<file path="src/rtl/apb_gpio_pkg.sv">
// apb_gpio_pkg: register offsets and decode index type for apb_gpio_irq.
// Offsets are word indices taken from PADDR[5:2].
package apb_gpio_pkg;

  typedef logic [3:0] reg_idx_t;

  localparam reg_idx_t DATA_OFF  = 4'h0;
  localparam reg_idx_t DIR_OFF   = 4'h1;
  localparam reg_idx_t PU_OFF    = 4'h2;
  localparam reg_idx_t PD_OFF    = 4'h3;
  localparam reg_idx_t SET_OFF   = 4'h4;
  localparam reg_idx_t CLR_OFF   = 4'h5;
  localparam reg_idx_t TGL_OFF   = 4'h6;
  localparam reg_idx_t IE_OFF    = 4'h7;
  localparam reg_idx_t ITYPE_OFF = 4'h8;
  localparam reg_idx_t IPOL_OFF  = 4'h9;
  localparam reg_idx_t ISTAT_OFF = 4'hA;
  localparam reg_idx_t RAWIN_OFF = 4'hB;

endpackage

</file>
<file path="src/rtl/gpio_sync.sv">
// gpio_sync: per-bit reset-to-0 flop chain for asynchronous pad inputs.
// q_o is the last stage; depth is SYNC_STAGES.
module gpio_sync #(
  parameter int WIDTH       = 16,
  parameter int SYNC_STAGES = 2
) (
  input  logic             PCLK,
  input  logic             PRESETn,
  input  logic [WIDTH-1:0] d_i,
  output logic [WIDTH-1:0] q_o
);

  logic [WIDTH-1:0] sync_q [SYNC_STAGES];
  logic [WIDTH-1:0] sync_d [SYNC_STAGES];

  always_comb begin
    sync_d[0] = d_i;
    for (int i = 1; i < SYNC_STAGES; i++)
      sync_d[i] = sync_q[i-1];
  end

  always_ff @(posedge PCLK or negedge PRESETn) begin
    if (!PRESETn) begin
      for (int i = 0; i < SYNC_STAGES; i++)
        sync_q[i] <= '0;
    end else begin
      sync_q <= sync_d;
    end
  end

  assign q_o = sync_q[SYNC_STAGES-1];

endmodule

</file>
<file path="src/rtl/apb_gpio_irq.sv">
// apb_gpio_irq: APB3 GPIO port, synchronised inputs, per-pin interrupts.
// Define GPIO_IRQ_EN to build the IE/ITYPE/IPOL/ISTAT interrupt logic.
module apb_gpio_irq
  import apb_gpio_pkg::*;
#(
  parameter int WIDTH       = 16,
  parameter int SYNC_STAGES = 2
) (
  input  logic             PCLK,
  input  logic             PRESETn,
  input  logic             PSEL,
  input  logic             PENABLE,
  input  logic             PWRITE,
  input  logic [31:0]      PADDR,
  input  logic [31:0]      PWDATA,
  output logic [31:0]      PRDATA,
  output logic             PREADY,
  output logic             PSLVERR,
  input  logic [WIDTH-1:0] GPIOIN,
  output logic [WIDTH-1:0] GPIOOUT,
  output logic [WIDTH-1:0] GPIOPU,
  output logic [WIDTH-1:0] GPIOPD,
  output logic [WIDTH-1:0] GPIOEN,
  output logic             IRQ
);

  reg_idx_t         idx;
  logic             wr;
  logic             mapped;
  logic             unused_bits;
  logic [WIDTH-1:0] wdata;
  logic [WIDTH-1:0] sync;
  logic [WIDTH-1:0] rd;
  logic [WIDTH-1:0] out_q, out_d;
  logic [WIDTH-1:0] dir_q, dir_d;
  logic [WIDTH-1:0] pu_q, pu_d;
  logic [WIDTH-1:0] pd_q, pd_d;

  assign idx         = PADDR[5:2];
  assign wr          = PSEL & PENABLE & PWRITE;
  assign wdata       = PWDATA[WIDTH-1:0];
  assign mapped      = (idx <= RAWIN_OFF);
  assign unused_bits = ^{PADDR[31:6], PADDR[1:0], PWDATA};

  gpio_sync #(
    .WIDTH      (WIDTH),
    .SYNC_STAGES(SYNC_STAGES)
  ) u_sync (
    .PCLK   (PCLK),
    .PRESETn(PRESETn),
    .d_i    (GPIOIN),
    .q_o    (sync)
  );

  always_comb begin
    out_d = out_q;
    dir_d = dir_q;
    pu_d  = pu_q;
    pd_d  = pd_q;
    if (wr) begin
      unique case (1'b1)
        idx == DATA_OFF: out_d = wdata;
        idx == DIR_OFF:  dir_d = wdata;
        idx == PU_OFF:   pu_d  = wdata;
        idx == PD_OFF:   pd_d  = wdata;
        idx == SET_OFF:  out_d = out_q | wdata;
        idx == CLR_OFF:  out_d = out_q & ~wdata;
        idx == TGL_OFF:  out_d = out_q ^ wdata;
        default: ;
      endcase
    end
  end

  always_ff @(posedge PCLK or negedge PRESETn) begin
    if (!PRESETn) begin
      out_q <= '0;
      dir_q <= '0;
      pu_q  <= '0;
      pd_q  <= '0;
    end else begin
      out_q <= out_d;
      dir_q <= dir_d;
      pu_q  <= pu_d;
      pd_q  <= pd_d;
    end
  end

`ifdef GPIO_IRQ_EN
  logic [WIDTH-1:0] ie_q, ie_d;
  logic [WIDTH-1:0] itype_q, itype_d;
  logic [WIDTH-1:0] ipol_q, ipol_d;
  logic [WIDTH-1:0] istat_q, istat_d;
  logic [WIDTH-1:0] prev_q;
  logic [WIDTH-1:0] ev;
  logic [WIDTH-1:0] w1c;

  // Level: pin at polarity. Edge: additionally away from it last cycle.
  assign ev = dir_q & ~(sync ^ ipol_q)
            & (~itype_q | (prev_q ^ ipol_q));

  always_comb begin
    ie_d    = ie_q;
    itype_d = itype_q;
    ipol_d  = ipol_q;
    w1c     = '0;
    if (wr) begin
      unique case (1'b1)
        idx == IE_OFF:    ie_d    = wdata;
        idx == ITYPE_OFF: itype_d = wdata;
        idx == IPOL_OFF:  ipol_d  = wdata;
        idx == ISTAT_OFF: w1c     = wdata;
        default: ;
      endcase
    end
    istat_d = ev | (istat_q & ~w1c);
  end

  always_ff @(posedge PCLK or negedge PRESETn) begin
    if (!PRESETn) begin
      ie_q    <= '0;
      itype_q <= '0;
      ipol_q  <= '0;
      istat_q <= '0;
      prev_q  <= '0;
    end else begin
      ie_q    <= ie_d;
      itype_q <= itype_d;
      ipol_q  <= ipol_d;
      istat_q <= istat_d;
      prev_q  <= sync;
    end
  end

  assign IRQ = |(istat_q & ie_q);
`else
  assign IRQ = 1'b0;
`endif

  always_comb begin
    rd = '0;
    unique case (1'b1)
      idx == DATA_OFF:  rd = (dir_q & sync) | (~dir_q & out_q);
      idx == DIR_OFF:   rd = dir_q;
      idx == PU_OFF:    rd = pu_q;
      idx == PD_OFF:    rd = pd_q;
`ifdef GPIO_IRQ_EN
      idx == IE_OFF:    rd = ie_q;
      idx == ITYPE_OFF: rd = itype_q;
      idx == IPOL_OFF:  rd = ipol_q;
      idx == ISTAT_OFF: rd = istat_q;
`endif
      idx == RAWIN_OFF: rd = sync;
      default:          rd = '0;
    endcase
    PRDATA            = '0;
    PRDATA[WIDTH-1:0] = rd;
  end

  assign PREADY  = 1'b1;
  assign PSLVERR = PSEL & PENABLE & ~mapped;
  assign GPIOOUT = out_q;
  assign GPIOPU  = pu_q;
  assign GPIOPD  = pd_q;
  assign GPIOEN  = dir_q;

endmodule

</file>
<file path="config.mk">
export PLATFORM = sky130hd
export DESIGN_NAME = apb_gpio_irq
export DESIGN_NICKNAME = d
export VERILOG_FILES = /design/src/rtl/apb_gpio_pkg.sv /design/src/rtl/gpio_sync.sv /design/src/rtl/apb_gpio_irq.sv
export SDC_FILE = /design/constraint.sdc
export NUM_CORES = 1
export LEC_CHECK = 0
export BUFFER_PORTS_ARGS = -buffer_cell sky130_fd_sc_hd__buf_4
export CAP_MARGIN = 20
export CORE_MARGIN = 2
export CORE_UTILIZATION = 54
export CTS_CLUSTER_DIAMETER = 200
export DETAILED_ROUTE_END_ITERATION = 7
export GPL_TIMING_DRIVEN = 0
export PLACE_DENSITY_LB_ADDON = 0.3
export SETUP_SLACK_MARGIN = 0.15
export SKIP_LAST_GASP = 1
export SLEW_MARGIN = 30
export SYNTH_ARGS = -nofsm -noshare
export SYNTH_HDL_FRONTEND = slang
export SYNTH_SLANG_ARGS = --single-unit
</file>
<file path="constraint.sdc">
create_clock -name PCLK -period 3 [get_ports PCLK]
set_input_delay 0.3 -clock PCLK [delete_from_list [all_inputs] [get_ports PCLK]]
set_output_delay 0.3 -clock PCLK [all_outputs]
set_load 0.02 [all_outputs]
</file>
* After elaboration in Yosys (flattened, before gate mapping)
Index checks and enable logic that the tools add are counted. Widths: inputs -> output; s select.
Storage, ports and cells: register bits 96, output and inout port bits 99, word-level logic and storage cells 34
Cells by class: bitwise gates (word level) 12, reductions and logical operators 6, magnitude comparators 1, eq/ne operators 7, multiplexer cells 2
Operator list (number):
- $pmux 16 s5 | 1
- $pmux 16 s4 | 1
- $and 16x16->16 | 3
- $not 16->16 | 2
- $or 16x16->16 | 2
- $xor 16x16->16 | 1
- $eq 4x3->1 const B | 3
- $eq 4x2->1 const B | 2
- $reduce_and 2->1 | 4
- $eq 4x1->1 const B | 1
- $eq 4x4->1 const B | 1
- $le 4x4->1 const B | 1
- $logic_not 4->1 | 1
- $reduce_bool 4->1 | 1
- $and 1x1->1 | 3
- $not 1->1 | 1

* Depth between registers and ports, before layout
word-level depth 4, mapped depth 7, depth with buffers taken out 6

* Cells and area by module
A second synthesis with hierarchy kept.
Second synthesis, totals: cell total of the unflattened synthesis 521, area total of the unflattened synthesis 5156.2 um^2
Modules (own cells, without submodules):
- apb_gpio_irq | cells an instance 489, instances 1, area an instance 4355.4 um^2
- gpio_sync | cells an instance 32, instances 1, area an instance 800.8 um^2

* Worst setup path after synthesis
OpenSTA, ideal clock, no wires.
path kind input -> output, start in PADDR[2], end out PRDATA[3], data arrival time 1623 ps, path buffers 3, cell stages on the path 5, setup slack 1077 ps, path through buf_4 clkbuf_1 clkbuf_1 a31oi_1 o21ai_0
On the way: longest elaborated chain between the ends 2, elaborated cells on any way between the ends 6, those cells by class eq/ne: 4; mux: 1; reduce/logical: 1
Ends and longest elaborated chain:
- from (decl) | RTL line apb_gpio_irq.sv:14 | input logic [31:0] PADDR,
- $eq 4x4->1, or another cell as far along | RTL line apb_gpio_irq.sv:152 | idx == RAWIN_OFF: rd = sync;
- $pmux 16 s5 (*) | RTL line apb_gpio_irq.sv:141 | unique case (1'b1)
- to (decl) | RTL line apb_gpio_irq.sv:16 | output logic [31:0] PRDATA,
Mark *: on every way between the ends. The rest lies on a longest branch, timed or not.

* Final worst setup path
start in PADDR[2], end out PRDATA[0]
Same word-level chain as after synthesis.

==> impl_results.md <==
- Worst reg2reg path depth: 6
- Cell variety after synth: 45
- FP Rows: 35
- Netlist Area Pre-Place: 5210 um2
- Layout cell share with drive strength beyond 1: 35.0%
- DR vias: 4,445
- Yosys Warn Count: 0
- Die W: 102 um
- CP Launch Type: primary input
- Endpoint type of the worst setup path: output pin
- Placed Cells: 751
- Global-route wire length before repair: 22,800 um
- WP buf/inv: 6
- Wire per inst: 19.4 um
- Cell-internal power: 2.33 mW
- CTS tree: yes
- Synth-to-Final Area Change: 26.3%
- Logic pwr share: 29.7%
- Syn avg cell area: 10.7 um2
- DRC Markers: 0
- Top post-synthesis cells by area: dfrtp_1 46%, mux2_2 8.2%, ha_1 7.7%
- Final Hold Vio Count: 4
- Hold Buf Count CTS: 0
- Post-DRT Antenna Nets: 0
- P per Cell Area: 536 nW/um2
- Pleak: 3.36 nW
- Relative slew slack: 40.6%
- Critical R2R Launch: GPIOOUT[3]$_DFFE_PN0P_
- Fillers: 717
- Setup tns final: 0 ns
- Slowest CP cell: clkbuf_1
- Clk_lat worst skew: 0.39 ns
- Non-Filler Instances: 771
- TritonCTS Sinks: 96
- Die ar.: 10,500 um2
- Nets: 755
- Initial Utilization: 56.1%
- Vias in the first global route: 4,314
- Setup violators final: 0
- Routability cong.: 0.857
- Post-CTS Resized: 0
- Share of the synthesized area in the top cell type: 46.1%
- Pre-antenna DRT Iters: 5
- Worst Hold Class: in -> async
- Least-Margin Pin Slew: 0.889 ns
- Largest net degree at the start of global routing: 97
- Sw frac: 34.1%
- Post-synth EDFFs: 0
- Status: finished, violations left
- Iteration-0 DRC Markers: 300
- Critical path fanouts, max: 10
- CTS root buf: clkbuf_8
- Reg-to-Reg End: GPIOOUT[3]$_DFFE_PN0P_
- Tot GR Track Use: 29.5%
- Critical path arrival: 2.36 ns
- Peak VDD IR: 0.394 mV
- Syn Inst Count: 486
- # Post-CTS Setup Buffers: 0
- R2R setup slack: 1.54 ns
- H-tree depth: 3
- Clk_skew: 0.00861 ns
- Max_cap viols: 0
- Commonest non-fill, non-tap cell in the layout: buf_4
- Initial antenna violation count: 1
- # port buffers: 120
- RSZ-0062 raised after global routing: no
- Grt ovf: 0
- Total CTS buffers: 9
- Fmax: 376 MHz
- Ports: 184
- Main synth FF type: dfrtp_1
- Core area: 9280 um2
- Routed WL: 15,000 um
- Synth area leader: dfrtp_1
- Register area share after synthesis: 46.1%
- Most frequent cells in the layout: 140 x buf_4, 96 x dfrtp_1, 47 x o21ai_0
- Final period util: 88.6%
- Largest delay contributor family on the critical path: buffers and inverters
- Part of the power in the clock network: 24.4%
- Net Switching: 1.20 mW
- Max-slew violation count: 0
- Violated checks: negative hold slack
- Clock transition at path regs: 0.08 ns
- Register bit total from synthesis: 96
- Die height: 102 um
- Async S/R FF share, synth: 100%
- Worst Hold Slack: -0.0108 ns
- Critical-path cell list: buf_4 -> buf_4 -> clkbuf_1 -> clkbuf_1 -> inv_1 -> nor2_1 -> o21ai_0 -> o221ai_1 -> buf_4
- CP most frequent cell: buf_4
- Critical path required time: 2.70 ns
- Vias per cell: 5.77
- Max Root-Sink Buffers: 2
- Diodes inserted: 0
- Critical path class: in -> out
- Crit path time final: 2.66 ns
- Reg power frac: 45.9%
- Slowest stage delay, CP: 0.51 ns
- Final HPWL DP: 10,400 um
==> stage by stage <==
step / utilization (%) / instance area [um2] / total power, mW / worst slack [ns]
after floorplan: - / 5270 / 2.20 / 1.08
after global placement: 68.2 / 6330 / 2.62 / 0.451
after detailed placement: 68.3 / 6340 / 2.67 / 0.470
after CTS: 70.4 / 6530 / 3.53 / 0.468
after global routing: 70.9 / 6580 / 3.71 / 0.291
final: 70.9 / 6580 / 3.53 / 0.342
==> sequential cells by signal, summed over array words and instances (netlist names) <==
signal / flops
GPIOOUT: 16
GPIOPD: 16
GPIOPU: 16
u_sync.sync_d: 16
u_sync.q_o: 16
GPIOEN: 16
==> synth_stat cells (all sizes together) (4+ instances only) <==
cell    number
a21o        11
buf         32
clkbuf      14
inv         34
o32ai        4
nand2       42
and3         4
mux2i       21
o21ai       47
a211o        5
nor3b       10
a21oi       18
nor2         9
ha          32
or2          8
dfrtp       96
mux2        48
o22ai       19
==> worst reg2reg max path, delay by kind of cell, from the launching register on <==
kind | cells | cell delay [ns]
AO/OA/AOI/OAI | 3 | 0.40
adder cells (fa/ha/maj) | 1 | 0.19
buffers and inverters | 1 | 0.09
flip-flops | 1 | 0.42
AND/OR/NAND/NOR | 1 | 0.29
==> cells by family after synthesis <==
kind of cell	share of synthesized area [%]
adders and majority gates	7.68
AOI/OAI and AO/OA	14.4
other	0.144
buffers and inverters	7.90
DFF	46.1
muxes	15.1
and+or+nand+nor	8.62
==> layout make-up <==
class                   instances  area (um2)  area share, %
repair buffers                125         955           14.5
clock inverters                 5        57.6          0.874
plain buffers                  46         284           4.31
clock buffers                  10         138           2.09
flip-flops and latches         96        2400           36.5
inverters                      34         128           1.94
multi-input cells             326        2460           37.3
well taps                     129         161           2.45
==> worst max path at each step <==
stage	startpoint	endpoint	cells past startpoint
2_1_floorplan	PADDR[2]	PRDATA[3]	5
3_3_place_gp	PADDR[2]	PRDATA[6]	7
3_5_place_dp	PADDR[2]	PRDATA[6]	9
4_1_cts	PADDR[2]	PRDATA[6]	9
5_1_grt	PADDR[2]	PRDATA[6]	9
6_report	PADDR[2]	PRDATA[0]	9
==> power by group through the flow <==
stage | Clock, mW | Combinational, mW | Sequential [mW]
2_1_floorplan | 0 | 0.429 | 1.77
3_3_place_gp | 0 | 0.996 | 1.62
3_5_place_dp | 0 | 1.03 | 1.64
4_1_cts | 0.878 | 1.04 | 1.61
5_1_grt | 0.930 | 1.13 | 1.64
6_report | 0.861 | 1.05 | 1.62
==> metal layers <==
layer | vias to the layer above | GRT usage [%] | wire (um)
met2 | 258 | 47.0 | 7210
met4 | 2 | 13.4 | 498
met3 | 48 | 8.07 | 1380
met1 | 2169 | 37.8 | 5870
li1 | 1968 | - | -
met5 | - | 0 | 12
No activity file was read; power rests on OpenSTA's default activity.
